==> src/rtl/interval_meter.sv <==
// Times the gap from a start edge to a (possibly asynchronous) stop edge in clk cycles,
// with optional timeout, saturation flag and a result held until acknowledged.
module interval_meter #(
    parameter int unsigned WIDTH       = 32,
    parameter int unsigned SYNC_STAGES = 2
) (
    input  logic             clk,
    input  logic             reset,
    input  logic             start,
    input  logic             stop_in,
    input  logic [WIDTH-1:0] timeout_limit,
    input  logic             result_ack,
    output logic             busy,
    output logic             result_valid,
    output logic [WIDTH-1:0] result_count,
    output logic             result_timeout,
    output logic             result_saturated
);

    localparam logic [WIDTH-1:0] CNT_MAX = '1;

    if (SYNC_STAGES < 2 || SYNC_STAGES > 4) begin : g_bad_sync
        $error("interval_meter: SYNC_STAGES must be in 2..4");
    end

    typedef enum logic [1:0] {
        IDLE    = 2'd0,
        MEASURE = 2'd1,
        DONE    = 2'd2
    } state_t;

    state_t                 state_q, state_d;
    logic                   start_q;
    logic [SYNC_STAGES-1:0] sync_q;
    logic                   sync_out_q;
    logic [WIDTH-1:0]       count_q, count_d;
    logic [WIDTH-1:0]       limit_q, limit_d;
    logic [WIDTH-1:0]       res_count_q, res_count_d;
    logic                   res_timeout_q, res_timeout_d;
    logic                   res_sat_q, res_sat_d;
    logic                   busy_q, busy_d;
    logic                   valid_q, valid_d;

    logic start_rise;
    logic stop_rise;

    assign start_rise = start & ~start_q;
    assign stop_rise  = sync_q[SYNC_STAGES-1] & ~sync_out_q;

    // Edge-detect history and stop_in synchronizer.
    always_ff @(posedge clk or posedge reset) begin
        if (reset) begin
            start_q    <= 1'b0;
            sync_q     <= '0;
            sync_out_q <= 1'b0;
        end else begin
            start_q    <= start;
            sync_q     <= {sync_q[SYNC_STAGES-2:0], stop_in};
            sync_out_q <= sync_q[SYNC_STAGES-1];
        end
    end

    always_ff @(posedge clk or posedge reset) begin
        if (reset) begin
            state_q       <= IDLE;
            count_q       <= '0;
            limit_q       <= '0;
            res_count_q   <= '0;
            res_timeout_q <= 1'b0;
            res_sat_q     <= 1'b0;
            busy_q        <= 1'b0;
            valid_q       <= 1'b0;
        end else begin
            state_q       <= state_d;
            count_q       <= count_d;
            limit_q       <= limit_d;
            res_count_q   <= res_count_d;
            res_timeout_q <= res_timeout_d;
            res_sat_q     <= res_sat_d;
            busy_q        <= busy_d;
            valid_q       <= valid_d;
        end
    end

    // Next-state: abort beats stop, stop beats timeout, otherwise count up without wrapping.
    always_comb begin
        state_d       = state_q;
        count_d       = count_q;
        limit_d       = limit_q;
        res_count_d   = res_count_q;
        res_timeout_d = res_timeout_q;
        res_sat_d     = res_sat_q;

        case (state_q)
            IDLE: begin
                if (start_rise) begin
                    state_d       = MEASURE;
                    count_d       = '0;
                    limit_d       = timeout_limit;
                    res_timeout_d = 1'b0;
                    res_sat_d     = 1'b0;
                end
            end
            MEASURE: begin
                if (!start) begin
                    state_d = IDLE;
                end else if (stop_rise) begin
                    res_count_d   = count_q;
                    res_timeout_d = 1'b0;
                    state_d       = DONE;
                end else if ((limit_q != '0) && (count_q == limit_q)) begin
                    res_count_d   = count_q;
                    res_timeout_d = 1'b1;
                    state_d       = DONE;
                end else if (count_q != CNT_MAX) begin
                    count_d = count_q + WIDTH'(1);
                end else begin
                    res_sat_d = 1'b1;
                end
            end
            DONE: begin
                if (result_ack) begin
                    state_d = IDLE;
                end
            end
            default: begin
                state_d = IDLE;
            end
        endcase

        busy_d  = (state_d == MEASURE);
        valid_d = (state_d == DONE);
    end

    assign busy             = busy_q;
    assign result_valid     = valid_q;
    assign result_count     = res_count_q;
    assign result_timeout   = res_timeout_q;
    assign result_saturated = res_sat_q;

endmodule

==> config.mk <==
export PLATFORM = sky130hd
export DESIGN_NAME = interval_meter
export DESIGN_NICKNAME = d
export VERILOG_FILES = /design/src/rtl/interval_meter.sv
export SDC_FILE = /design/constraint.sdc
export NUM_CORES = 1
export LEC_CHECK = 0
export ABC_AREA = 1
export BUFFER_PORTS_ARGS = -buffer_cell sky130_fd_sc_hd__buf_4
export CAP_MARGIN = 20
export CORE_UTILIZATION = 53
export DETAILED_ROUTE_END_ITERATION = 16
export PLACE_DENSITY = 0.77
export SLEW_MARGIN = 40
export SYNTH_ARGS = -nofsm -noshare
export SYNTH_HDL_FRONTEND = slang
export SYNTH_SLANG_ARGS = --single-unit
==> constraint.sdc <==
create_clock -name clk -period 3.5 [get_ports clk]
set_input_delay 0.7 -clock clk [delete_from_list [all_inputs] [get_ports clk]]
set_output_delay 0.7 -clock clk [all_outputs]
set_load 0.005 [all_outputs]
==> results.json, run 1 <==
{
  "status": "finished, final reports clean",
  "numCtsBuffers": 9,
  "final_core_util_pct": 61.0,
  "grt_use_total_pct": 26.7,
  "placed_cells": 952,
  "num_rows": 38,
  "instances_no_fill": 968,
  "synthCells": 783,
  "ys.flop_type": "dfrtp_1",
  "antenna_found_initial": 0,
  "fin_crit_sh_pct": 76.0,
  "fin_total_pwr_uw": 3150,
  "cp_slowest_cell": "nand3_2",
  "yosysWarningCount": 0,
  "drt-initial-drc-count": 450,
  "path_cells": "xnor2_1 > nand2_1 > nor2_1 > nand2_1 > nor2_1 > nand3_1 > nand2_2 > nand3_2 > nand2_1 > nand2_1",
  "maxSlewViolCount": 0,
  "power_density_mw_per_mm2": 477,
  "io_buffers": 72,
  "clkSlewWorstSetupHoldPaths_ps": 110,
  "yosysUniqueCellTypes": 31,
  "routed-via-count": 5097,
  "final_nets": 861,
  "ir_worst_vdd_v": 0.000302,
  "fmax_mhz": 376,
  "start_util_pct": 54.6,
  "critPathKind": "reg2reg",
  "post_cts_resized": 0,
  "dpl_worst_slack_ps": 838,
  "insertion_delay_ps": 390,
  "multi_input_area_mm2": 0.00284,
  "p_leak_uw": 0.00318,
  "fin_worst_skew_ps": 9.63,
  "dp_hpwl_um": 10800,
  "dr.pass1.iters": 5,
  "viasPerCell": 5.27,
  "crit_cells": 10,
  "cts_buffer_depth": 2,
  "async_flop_share_pct": 100,
  "hp-class": "in2async",
  "setup_ws_ps": 839,
  "gp_congestion": 0.975,
  "r2r_cells": 10,
  "drive_gt1_share_pct": 14.9,
  "ctsHtreeMaxLevel": 3,
  "worst-path-buf-inv": 0,
  "max_stage_delay_ps": 550,
  "die_height_um": 108,
  "num_antenna_cells": 0,
  "io-pin-count": 73,
  "grt_pass1_wl_um": 23700,
  "drc_errors": 0,
  "synth_top_area_cell": "dfrtp_1",
  "hold_violations": 0,
  "cp_top_family": "simple AND/OR/NAND/NOR gates",
  "grt_overflow": 0,
  "ant_nets": 0,
  "syn-num-nets": 821,
  "crit_path_end_kind": "flop",
  "cp_data_required_time_ps": 3780,
  "cts-hold-fix-buffers": 0,
  "die_w_um": 108,
  "avgSynthCellArea_um2": 7.56,
  "clock-sinks": 106,
  "post_cts_buffers": 0,
  "synth_area_leaders": "dfrtp_1, nand2_1, nor2_1",
  "die-area_mm2": 0.0116,
  "relSlewSlack_pct": 58.2,
  "synth_area_mm2": 0.00592,
  "worst_pin_slew_ps": 626,
  "cts-root-buf": "clkbuf_8",
  "critPathMaxFanout": 32,
  "finalSetupViolations": 0,
  "wl_per_cell_um": 14.8,
  "cts_tree": "done",
  "tns_ps": 0,
  "routed_wl_um": 14300,
  "ys_seq_area_share_pct": 44.8,
  "n_fill_cell": 1047,
  "crit_path_start_kind": "flop",
  "synth-edff-count": 0,
  "core_area_mm2": 0.0108,
  "fin_crit_ps": 2660,
  "grt_max_degree": 46,
  "synth_seq_cells": 106,
  "rsz0062_at_grt": "no",
  "arrival_ps": 2940,
  "cpMostUsedCell": "nand2_1",
  "syn_to_final_growth_pct": 11.6,
  "first_global_vias": 4879,
  "synth_top_area_share_pct": 44.8,
  "area.sequential_mm2": 0.00265,
  "max-cap-violations": 0
}
-- worst paths after layout --
kind	start	end	slack (ps)
setup reg to reg	count_q[24]$_DFFE_PP0P_	result_count[12]$_DFFE_PP0P_	840
setup / recovery	count_q[24]$_DFFE_PP0P_	result_count[12]$_DFFE_PP0P_	840
hold reg to reg	sync_q[0]$_DFF_PP0_	sync_q[1]$_DFF_PP0_	370
min in group clk	sync_q[0]$_DFF_PP0_	sync_q[1]$_DFF_PP0_	370
hold / removal	reset	result_count[20]$_DFFE_PP0P_	330
max in group asynchronous	reset	limit_q[9]$_DFFE_PP0P_	2370
-- layer usage --
metal	GRT usage, %	vias to the layer above	part of all wire, %
li1	-	2552	-
met1	35.7	2309	44
met2	42.9	196	47
met3	3.33	40	6.2
met4	12.7	0	3.1
met5	0	-	0
-- power by group --
part	internal (uW)	switching, uW	leakage [uW]	total [uW]
Sequential	1420	181	0.00138	1600
Combinational	351	488	0.00171	839
Clock	263	452	0.0000860	714
-- cells in the mapped netlist, types with 2 or more instances --
| cell type | instances |
|---|---|
| inv_1 | 39 |
| mux2_1 | 6 |
| clkbuf_1 | 9 |
| xor2_1 | 21 |
| nor2_2 | 2 |
| xnor2_1 | 27 |
| and2_1 | 3 |
| nand2_1 | 270 |
| buf_2 | 35 |
| nand2_2 | 2 |
| mux2_2 | 15 |
| inv_2 | 4 |
| nor2_1 | 112 |
| a21oi_1 | 12 |
| dfrtp_1 | 106 |
| nand2_4 | 2 |
| buf_6 | 3 |
| buf_1 | 2 |
| nor3_1 | 15 |
| nand3_1 | 48 |
| clkinv_1 | 3 |
| nand4_1 | 38 |
-- flip-flops by register name, indices dropped and copies added (netlist names) --
| register | count |
|---|---|
| count_q | 32 |
| limit_q | 32 |
| result_count | 32 |
| state_q | 2 |
| sync_q | 2 |
| busy | 1 |
| result_saturated | 1 |
| result_timeout | 1 |
| result_valid | 1 |
| start_q | 1 |
| sync_out_q | 1 |
-- area by class of cell --
class                           count  area share [%]
Clock buffer                        9            1.87
Clock inverter                      7           0.776
Inverter                           46            2.65
Multi-Input combinational cell    581            42.9
Sequential cell                   106            40.1
Tap cell                          140            2.65
Timing Repair Buffer               79            8.98
-- worst register-to-register path, delay by kind of cell (launching register included) --
family	cells	cell delay, ps
simple gates	9	1670
flops	1	540
xor+xnor	1	320
-- cell families after synthesis --
kind of cell               after synthesis  share of synthesized area, %
adders and majority gates                1                         0.211
AOI/OAI and AO/OA                       14                          1.23
buffers and inverters                   96                          7.27
xor gates and xnor gates                48                          7.10
DFF                                    106                          44.8
and+or+nand+nor                        497                          35.4
muxes                                   21                          3.99
-- layout by cell type (no fill, tap or decap), drive strengths merged --
cell	n
a21oi	12
and2	3
and3	1
buf	79
clkbuf	9
clkinv	6
clkinvlp	2
dfrtp	106
ha	1
inv	45
mux2	21
nand2	274
nand3	49
nand3b	1
nand4	38
nor2	114
nor3	16
nor3b	1
o21a	1
o21ai	1
xnor2	27
xor2	21
-- per-stage QoR --
stage          instance area, um^2  hold slack [ps]
5_1_grt                       6610              356
6_report                      6610              330
4_1_cts                       6610              346
2_1_floorplan                 5920              331
3_5_place_dp                  6430              345
3_3_place_gp                  6430              333
Power figures use the tool's default switching activity.
==> inputs of run 2 (changes only) <==
--- a/config.mk
+++ b/config.mk
@@ -8,9 +8,9 @@
 export ABC_AREA = 1
 export BUFFER_PORTS_ARGS = -buffer_cell sky130_fd_sc_hd__buf_4
 export CAP_MARGIN = 20
-export CORE_UTILIZATION = 53
+export CORE_UTILIZATION = 59
 export DETAILED_ROUTE_END_ITERATION = 16
-export PLACE_DENSITY = 0.77
+export PLACE_DENSITY = 0.81
 export SLEW_MARGIN = 40
 export SYNTH_ARGS = -nofsm -noshare
 export SYNTH_HDL_FRONTEND = slang
==> constraint.sdc (replaced) <==
create_clock -name clk -period 2.5 [get_ports clk]
set_input_delay 0.5 -clock clk [delete_from_list [all_inputs] [get_ports clk]]
set_output_delay 0.5 -clock clk [all_outputs]
set_load 0.005 [all_outputs]
==> results.json, run 2 (same netlist as run 1, synthesis figures left out) <==
{
  "status": "finished, final reports clean",
  "drt-initial-drc-count": 338,
  "drc_errors": 0,
  "io-pin-count": 73,
  "multi_input_area_mm2": 0.00285,
  "hp-class": "in2reg",
  "post_cts_resized": 0,
  "syn_to_final_growth_pct": 15.2,
  "first_global_vias": 5150,
  "cp_slowest_cell": "dfrtp_2",
  "final_area_mm2": 0.00682,
  "die-area_mm2": 0.0104,
  "tns_ps": 0,
  "dpl_worst_slack_ps": 45.7,
  "setup_ws_ps": 201,
  "antenna_found_initial": 0,
  "worst_pin_slew_ps": 559,
  "numCtsBuffers": 9,
  "area.sequential_mm2": 0.00265,
  "finalSetupViolations": 0,
  "cts-hold-fix-buffers": 0,
  "final_nets": 885,
  "cts_buffer_depth": 2,
  "clkSlewWorstSetupHoldPaths_ps": 100,
  "r2r_slack_ps": 200,
  "grt_overflow": 0,
  "start_util_pct": 60.8,
  "cp_top_family": "simple AND/OR/NAND/NOR gates",
  "crit_path_end_kind": "flop",
  "fmax_mhz": 435,
  "clock-sinks": 106,
  "min_from": "stop_in",
  "worst-path-buf-inv": 3,
  "core_area_mm2": 0.00973,
  "critPathKind": "reg2reg",
  "crit_path_start_kind": "flop",
  "cp_data_required_time_ps": 2800,
  "fin_crit_ps": 2300,
  "hold_violations": 0,
  "viasPerCell": 5.38,
  "n_fill_cell": 846,
  "routed_wl_um": 15500,
  "fin_crit_sh_pct": 91.9,
  "die_w_um": 102,
  "max-cap-violations": 0,
  "io_buffers": 72,
  "r2r-start": "count_q[0]$_DFFE_PP0P_",
  "rsz0062_at_grt": "no",
  "worstReg2RegEnd": "count_q[17]$_DFFE_PP0P_",
  "post_cts_buffers": 0,
  "routed-via-count": 5302,
  "critPathMaxFanout": 14,
  "fin_worst_skew_ps": 8.51,
  "num_rows": 36,
  "final_common_cell": "nand2_1",
  "min_to": "sync_q[0]$_DFF_PP0_",
  "dr.pass1.iters": 4,
  "r2r_cells": 11,
  "drive_gt1_share_pct": 17.4,
  "path_cells": "ha_1 > inv_1 > nor2_4 > nand2_2 > nor3_2 > nand2_1 > o21ai_2 > inv_4 > buf_4 > nand3_1 > nand2_1",
  "cts-root-buf": "clkbuf_8",
  "dp_hpwl_um": 11800,
  "grt_pass1_wl_um": 24800,
  "gp_congestion": 0.937,
  "whs_path_depth": 1,
  "p_leak_uw": 0.00331,
  "ant_nets": 0,
  "power_density_mw_per_mm2": 655,
  "ctsHtreeMaxLevel": 3,
  "cpMostUsedCell": "nand2_1",
  "relSlewSlack_pct": 62.7,
  "ir_worst_vdd_v": 0.000751,
  "die_height_um": 102,
  "grt_max_degree": 107,
  "insertion_delay_ps": 400,
  "placed_cell_area_mm2": 0.00662,
  "num_antenna_cells": 0,
  "arrival_ps": 2590,
  "wl_per_cell_um": 15.8,
  "grt_use_total_pct": 32.0,
  "cts_tree": "done",
  "max_stage_delay_ps": 470,
  "maxSlewViolCount": 0,
  "final_cell_mix": "nand2_1, nor2_1, dfrtp_1, buf_4, nand3_1"
}
[run 2: layout make-up]
class / count / share of cell area, %
Inverter: 46 / 2.62
Multi-Input combinational cell: 581 / 41.9
Tap cell: 133 / 2.44
Timing Repair Buffer: 103 / 11.5
Clock buffer: 11 / 2.07
Clock inverter: 5 / 0.569
Sequential cell: 106 / 38.9
[run 2: worst max-delay path by stage]
stage | slack [ps] | start | end | cells past startpoint
global placement | 140 | count_q[0]$_DFFE_PP0P_ | count_q[5]$_DFFE_PP0P_ | 11
detailed placement | 50 | count_q[0]$_DFFE_PP0P_ | count_q[17]$_DFFE_PP0P_ | 11
finish | 200 | count_q[0]$_DFFE_PP0P_ | count_q[17]$_DFFE_PP0P_ | 11
floorplan | 710 | count_q[1]$_DFFE_PP0P_ | count_q[4]$_DFFE_PP0P_ | 11
CTS | 20 | count_q[0]$_DFFE_PP0P_ | count_q[17]$_DFFE_PP0P_ | 11
global route | 80 | count_q[1]$_DFFE_PP0P_ | count_q[5]$_DFFE_PP0P_ | 11
[run 2: report_power, final]
group	switching (uW)	internal, uW	total [uW]
Combinational	707	510	1220
Sequential	264	1990	2250
Clock	605	395	1000
[run 2: layer usage]
metal  GRT usage [%]  up-vias  routed length [um]
met2            52.5      185                7430
met4            13.0        0                 365
li1                -     2590                   -
met1            41.2     2501                6790
met5               0        -                   0
met3            7.25       26                 936
[run 2: per-stage QoR]
step | hold WS (ps) | power, uW | instances | util, %
3_5_place_dp | 337 | 3480 | 969 | 68.0
6_report | 209 | 4470 | 985 | 70.1
4_1_cts | 201 | 4480 | 985 | 69.9
5_1_grt | 190 | 4730 | 985 | 70.1
3_3_place_gp | 340 | 3440 | 969 | 68.0
2_1_floorplan | 331 | 3130 | 783 | -
